<file path="src/rtl/im_arb.sv">
// im_arb: two-requester burst arbiter in front of a single-port image memory.
//
// Requester 0 is the photo copy engine, requester 1 the time overlay engine.
// A granted requester owns the memory port for exactly L+1 beats, where L is
// the length it presented with its request. During ownership its
// addr/wen/wd drive the memory directly. Read data comes back one cycle later
// on the shared rdata bus, qualified by a per-requester rvalid.
//
// Build option (macro IM_ARB_RR_EN):
//   defined   -> round-robin on ties; the requester not most recently granted wins.
//   undefined -> fixed priority; requester 1 always wins ties.
//
// Parameters:
//   AW  memory address width
//   DW  pixel / data width
//   LW  burst-length field width (encoded L gives L+1 beats)
//
// Ports:
//   clk, reset              single clock, asynchronous active-high reset
//   req0/1, len0/1          burst request and its encoded length
//   addr0/1, wen0/1, wd0/1  per-beat address, active-low write enable, write data
//   gnt0/1                  registered grant, high for each owned beat
//   rvalid0/1, rdata        read return, one cycle after an owned read beat
//   IM_A, IM_WEN, IM_D      memory address, active-low write enable, write data
//   IM_Q                    memory read data (one-cycle latency)
module im_arb #(
  parameter int unsigned AW = 20,
  parameter int unsigned DW = 24,
  parameter int unsigned LW = 4
) (
  input  logic          clk,
  input  logic          reset,
  input  logic          req0,
  input  logic          req1,
  input  logic [LW-1:0] len0,
  input  logic [LW-1:0] len1,
  input  logic [AW-1:0] addr0,
  input  logic [AW-1:0] addr1,
  input  logic          wen0,
  input  logic          wen1,
  input  logic [DW-1:0] wd0,
  input  logic [DW-1:0] wd1,
  output logic          gnt0,
  output logic          gnt1,
  output logic          rvalid0,
  output logic          rvalid1,
  output logic [DW-1:0] rdata,
  output logic [AW-1:0] IM_A,
  output logic          IM_WEN,
  output logic [DW-1:0] IM_D,
  input  logic [DW-1:0] IM_Q
);

  typedef enum logic [1:0] {
    StIdle = 2'd0,
    StOwn0 = 2'd1,
    StOwn1 = 2'd2
  } state_e;

  state_e        state_q, state_d;
  logic [LW-1:0] cnt_q, cnt_d;
  logic          rv0_q, rv0_d;
  logic          rv1_q, rv1_d;

  // Arbitration result for this cycle: when grant is set, sel names the new owner.
  logic          grant;
  logic          sel;
  logic          tie_pick;

`ifdef IM_ARB_RR_EN
  // Most recently granted requester; reset to 1 so requester 0 wins the first tie.
  logic          last_q, last_d;

  assign tie_pick = ~last_q;
`else
  assign tie_pick = 1'b1;
`endif

  // Next-state logic.
  always_comb begin
    state_d = state_q;
    cnt_d   = cnt_q;
    grant   = 1'b0;
    sel     = 1'b0;
`ifdef IM_ARB_RR_EN
    last_d  = last_q;
`endif

    unique case (state_q)
      StIdle: begin
        if (req0 && req1) begin
          grant = 1'b1;
          sel   = tie_pick;
        end else if (req0) begin
          grant = 1'b1;
          sel   = 1'b0;
        end else if (req1) begin
          grant = 1'b1;
          sel   = 1'b1;
        end
      end
      StOwn0: begin
        if (cnt_q != '0) begin
          cnt_d = cnt_q - LW'(1);
        end else if (req1) begin
          // Hand straight over to the waiting requester, no idle bubble.
          grant = 1'b1;
          sel   = 1'b1;
        end else if (req0) begin
          grant = 1'b1;
          sel   = 1'b0;
        end else begin
          state_d = StIdle;
        end
      end
      StOwn1: begin
        if (cnt_q != '0) begin
          cnt_d = cnt_q - LW'(1);
        end else if (req0) begin
          grant = 1'b1;
          sel   = 1'b0;
        end else if (req1) begin
          grant = 1'b1;
          sel   = 1'b1;
        end else begin
          state_d = StIdle;
        end
      end
      default: begin
        state_d = StIdle;
      end
    endcase

    if (grant) begin
      state_d = sel ? StOwn1 : StOwn0;
      cnt_d   = sel ? len1 : len0;
`ifdef IM_ARB_RR_EN
      last_d  = sel;
`endif
    end
  end

  // Read-return tags follow the beat that issued the read, not the current owner,
  // so a read on the last beat still returns to the old owner after a handover.
  always_comb begin
    rv0_d = (state_q == StOwn0) && wen0;
    rv1_d = (state_q == StOwn1) && wen1;
  end

  always_ff @(posedge clk or posedge reset) begin
    if (reset) begin
      state_q <= StIdle;
      cnt_q   <= '0;
      rv0_q   <= 1'b0;
      rv1_q   <= 1'b0;
    end else begin
      state_q <= state_d;
      cnt_q   <= cnt_d;
      rv0_q   <= rv0_d;
      rv1_q   <= rv1_d;
    end
  end

`ifdef IM_ARB_RR_EN
  always_ff @(posedge clk or posedge reset) begin
    if (reset) begin
      last_q <= 1'b1;
    end else begin
      last_q <= last_d;
    end
  end
`endif

  // Memory port mux: the owner drives the port, idle parks it on a harmless read of 0.
  always_comb begin
    IM_A   = '0;
    IM_WEN = 1'b1;
    IM_D   = '0;
    unique case (state_q)
      StOwn0: begin
        IM_A   = addr0;
        IM_WEN = wen0;
        IM_D   = wd0;
      end
      StOwn1: begin
        IM_A   = addr1;
        IM_WEN = wen1;
        IM_D   = wd1;
      end
      default: begin
        IM_A   = '0;
        IM_WEN = 1'b1;
        IM_D   = '0;
      end
    endcase
  end

  assign gnt0    = (state_q == StOwn0);
  assign gnt1    = (state_q == StOwn1);
  assign rvalid0 = rv0_q;
  assign rvalid1 = rv1_q;
  assign rdata   = IM_Q;

endmodule

</file>
<file path="config.mk">
export PLATFORM = sky130hd
export DESIGN_NAME = im_arb
export DESIGN_NICKNAME = d
export VERILOG_FILES = /design/src/rtl/im_arb.sv
export SDC_FILE = /design/constraint.sdc
export NUM_CORES = 1
export LEC_CHECK = 0
export CAP_MARGIN = 5
export CORE_AREA = 2 2 80 82
export CTS_BUF_LIST = sky130_fd_sc_hd__clkbuf_8 sky130_fd_sc_hd__clkbuf_16
export CTS_CLUSTER_SIZE = 20
export DETAILED_ROUTE_END_ITERATION = 10
export DIE_AREA = 0 0 82 84
export PLACE_DENSITY = 0.8
export SYNTH_ARGS = -nofsm -noshare
export SYNTH_HDL_FRONTEND = slang
export SYNTH_SLANG_ARGS = --single-unit
</file>
<file path="constraint.sdc">
create_clock -name clk -period 2.15 [get_ports clk]
set_input_delay 0.645 -clock clk [delete_from_list [all_inputs] [get_ports clk]]
set_output_delay 0.645 -clock clk [all_outputs]
set_load 0.05 [all_outputs]
</file>
Word level (Yosys, flattened, before mapping)
Cells that the tools add are included.
{"block": "classes", "n_mux": 29, "n_addsub": 1, "reduce_logical": 10, "n_eq_ne": 9}
{"operator": "case mux 24 bit (2 select lines)", "count": 1}
{"operator": "case mux 20 bit (2 select lines)", "count": 1}
{"operator": "two-way mux 2 bit", "count": 8}
{"operator": "two-way mux 4 bit", "count": 4}
{"operator": "!= test 3 x 2 -> 1 bit (second input constant)", "count": 4}
{"operator": "two-way mux 1 bit", "count": 11}
{"operator": "AND reduction 7 bit", "count": 1}
{"operator": "!= test 3 bit (second input constant)", "count": 2}
{"operator": "case mux 1 bit (3 select lines)", "count": 2}
{"operator": "case mux 2 bit (3 select lines)", "count": 1}
{"operator": "nonzero test 2 bit", "count": 2}
{"operator": "nonzero test 4 bit", "count": 1}
{"operator": "subtractor 4 x 1 -> 4 bit (second input constant)", "count": 1}
{"operator": "logical AND 1 bit", "count": 3}
{"operator": "== test 2 x 1 -> 1 bit (second input constant)", "count": 1}
{"operator": "== test 2 bit (second input constant)", "count": 1}
{"operator": "zero test 2 bit", "count": 1}
{"operator": "!= test 2 bit (second input constant)", "count": 1}
{"operator": "case mux 1 bit (2 select lines)", "count": 1}
{"operator": "AND reduction 2 bit", "count": 1}
{"operator": "OR reduction 2 bit", "count": 1}
{"block": "word_totals", "output_inout_bits": 73, "register_bits": 8}

Longest topological paths before layout
{"block": "logic_depth", "word_depth": 6, "ltp_mapped": 7, "depth_no_buf": 6}

Worst setup path after synthesis
OpenSTA, ideal clock, no wires.
{"block": "synth_timing", "path_kind": "register to output", "from": "register state_q[0]", "to": "output port IM_D[10]", "t_arrival_ns": 2.405, "n_path_buf": 2, "path_stages_with_launch": 7, "required_time_ns": 1.505, "slack_ns": -0.900, "cell_sequence": "dfrtp_1 inv_1 ha_1 clkbuf_1 buf_1 a22oi_1 nor2b_1"}
{"block": "synth_between", "elab_chain_cells": 2}
{"item": "from (decl)", "line": "60", "rtl": "state_e state_q, state_d;"}
{"item": "from (signal assigned)", "line": "152", "rtl": "state_q <= StIdle;"}
{"item": "from (signal assigned)", "line": "157", "rtl": "state_q <= state_d;"}
{"item": "== test 2 bit"}
{"item": "via gnt1", "line": "44", "rtl": "output logic gnt1,"}
{"item": "case mux 24 bit (2 select lines)", "line": "179", "rtl": "unique case (state_q)"}
{"item": "to (decl)", "line": "50", "rtl": "output logic [DW-1:0] IM_D,"}
The timed path passes the listed nets, and every way through them passes these cells.

Worst setup path after layout
{"block": "layout_timing", "from": "register state_q[0]", "to": "output port IM_WEN"}
{"block": "layout_between", "elab_chain_cells": 2}
{"item": "== test 2 bit / == test 2 x 1 -> 1 bit (equally long branches)", "line": "179"}
{"item": "case mux 1 bit (2 select lines) (*)", "line": "179"}
{"item": "to (decl)", "line": "49", "rtl": "output logic IM_WEN,"}
Mark *: on every way between the ends. The rest lies on a longest branch, timed or not.

==> results.sh <==
export IMPL_critPathRequiredTime_ps=1500
export IMPL_combPwrFrac_pct=93.1
export IMPL_clk_latency_ps=230
export IMPL_p_clk_share_pct=2.6
export IMPL_die_width_um=82
export IMPL_status="finished with violations"
export IMPL_dr_pass1_iters=4
export IMPL_power_density_nw_per_um2=1693
export IMPL_coreArea_um2=6096
export IMPL_slew_violations=0
export IMPL_antenna_found_initial=0
export IMPL_ctsHoldBuffers=0
export IMPL_hold_viol=0
export IMPL_switching_share_pct=46.69
export IMPL_max_cap_viol_count=0
export IMPL_grt_overflow=0
export IMPL_clk_path_buf_depth=2
export IMPL_initial_utilization_pct=24.06
export IMPL_slew_headroom_pct=67.84
export IMPL_grt_pass1_vias=2185
export IMPL_most_common_layout_cells="clkdlybuf4s50_1 (98), buf_12 (53), a22oi_2 (44), nor2b_4 (44), buf_4 (7)"
export IMPL_htree_levels=1
export IMPL_synthDistinctLibCells=29
export IMPL_ctsRootBufferMaster="clkbuf_8"
export IMPL_final_layout_size_suffix_gt1_share_pct=53.77
export IMPL_clock_skew_ps=4.379
export IMPL_grt_usage_pct=19.56
export IMPL_area_growth_pct=185.8
export IMPL_hpwl_um=5149
export IMPL_min_period_ps=2288
export IMPL_sequentialPowerShare_pct=4.3
export IMPL_avgSynthCellArea_um2=7.759
export IMPL_ir_drop_uv=957.0
export IMPL_routed_via_density=5.078
export IMPL_grt_max_degree=25
export IMPL_p_sw_mw=3.313
export IMPL_cts_made_buffers=3
export IMPL_grt_pass1_wl_um=10450
export IMPL_tightestPinTransition_ps=477.3
export IMPL_via_count=2006
export IMPL_cts_tree="built"
export IMPL_period_share_pct=106.4
export IMPL_routed_wirelength_um=7024
export IMPL_async_flop_share_pct=100.0
export IMPL_syn_num_nets=321
export IMPL_ys_ff_latch=8
export IMPL_yosys_warnings=0
export IMPL_clock_sinks=8
export IMPL_die_area_um2=6888
export IMPL_final_setup_viol_count=45
export IMPL_hold_class="register to register"
export IMPL_ys_flop_type="dfrtp_1"
export IMPL_drc=0
export IMPL_placed_area_um2=3757
export IMPL_gp_congestion=0.7835
export IMPL_syn_inst=189
export IMPL_pre_cts_slack_ps=-283.7
export IMPL_drt_iter0_drc=38
export IMPL_clk_pin_slew_worst_paths_ps=40
export IMPL_crit_arrival_ps=1640
export IMPL_cp_max_fo=6
export IMPL_stdcell_area_um2=4192
export IMPL_intPower_mw=3.783
export IMPL_final_common_cell="clkdlybuf4s50_1"
export IMPL_path_class="register to primary output"
export IMPL_fin_ws_ps=-138.2
export IMPL_numPortBuffers=150
export IMPL_nets=452
export IMPL_startpoint_type="register"
export IMPL_antenna_left=0
export IMPL_violations="setup timing"
export IMPL_rsz0062_at_grt="true"
export IMPL_max_freq_ghz=0.4370
export IMPL_wl_per_cell_um=17.78
export IMPL_die_y_um=84
export IMPL_rows=29
export IMPL_mappedNetlistArea_um2=1466
export IMPL_io_pins=199
export IMPL_synth_edf_count=0
export IMPL_p_leak_nw=1.611
export IMPL_antenna_cells_inserted=0
export IMPL_yosysSeqAreaShare_pct=13.65
export IMPL_cp_end_kind="primary output"
-- logic make-up (layout without fill, tap and decap cells) --
family | Yosys count | after routing | share of synthesized area (%)
adders and majority gates | 6 | 6 | 5.119
and+or+nand+nor | 63 | 63 | 26.71
DFF | 8 | 8 | 13.65
xor gates and xnor gates | 1 | 1 | 0.5974
buffers and inverters | 45 | 174 | 18.17
AOI/OAI and AO/OA | 60 | 60 | 31.57
muxes | 6 | 6 | 4.181
-- synth_stat cells, types with 3 or more instances --
master,number,area (um2)
mux2i_1,5,50.05
nor2b_1,45,281.5
nand2_1,5,18.77
a22oi_1,50,375.4
inv_1,5,18.77
buf_1,5,18.77
and2_1,3,18.77
o21ai_0,4,20.02
dfrtp_1,8,200.2
ha_1,6,75.07
nor2_1,3,11.26
buf_4,24,180.2
clkbuf_1,10,37.54
-- worst max-delay path, stage by stage (launching register included) --
cell,delay (ps)
dfrtp_2,420
inv_4,70
ha_4,220
and2_4,170
or3b_4,370
buf_8,160
-- path summary, 6_finish.rpt --
kind | startpoint | to | slack, ps | cells past startpoint
worst max-delay path | state_q[0] | IM_WEN | -140 | 5
worst min-delay path | cnt_q[1] | cnt_q[1] | 650 | 2
worst max register to register | state_q[0] | state_q[1] | 100 | 7
worst min register to register | cnt_q[1] | cnt_q[1] | 650 | 2
max in group asynchronous | reset | state_q[1] | 1240 | 2
min in group asynchronous | reset | cnt_q[2] | 660 | 2
-- sequential cells by signal, indices dropped and copies added, names as in the netlist --
| signal | count |
|---|---|
| rvalid0 | 1 |
| state_q | 2 |
| rvalid1 | 1 |
| cnt_q | 4 |
-- power groups by stage --
stage	clock network [mW]	logic, mW	registers (mW)
6_report	0.184	6.61	0.304
5_1_grt	0.198	6.91	0.314
4_1_cts	0.190	6.65	0.299
3_5_place_dp	0	5.94	0.293
3_3_place_gp	0	5.85	0.287
2_1_floorplan	0	3.80	0.302
-- metrics by stage --
step | std cells | total power [mW] | hold slack [ps] | TNS, ps | util (%)
floorplan | 189 | 4.102 | 460.7 | -166.6 | -
global placement | 385 | 6.135 | 599.7 | -1972 | 61.64
detailed placement | 385 | 6.231 | 626.2 | -2891 | 61.64
CTS | 395 | 7.138 | 640.6 | -5115 | 68.16
global route | 395 | 7.422 | 684.6 | -5972 | 68.76
finish | 395 | 7.096 | 646.2 | -3582 | 68.76
-- metal layers --
layer  share of wire (%)  vias to the layer above  global-route usage [%]
met5                   0                        -                       0
met4                 2.2                        0                   6.970
met3                 8.7                       20                   4.978
met2                  57                      114                   37.62
met1                  32                      954                   19.37
li1                    -                      918                       -
-- what timing repair did --
action	4_1_cts	5_1_grt
buffers inserted	4	2
cloned	4	1
gates resized for setup	50	15
pin swaps	25	3
endpoints found under the setup margin	47	46
-- cell type report --
cell class / count / area, um2
tap: 77 / 96.34
inverter: 5 / 23.77
timing repair buffer: 166 / 2232
fill: 430 / 1904
clock buffer: 3 / 41.29
multi-input combinational: 136 / 1595
sequential: 8 / 202.7
Note: power is estimated with default switching activity, not from simulation.
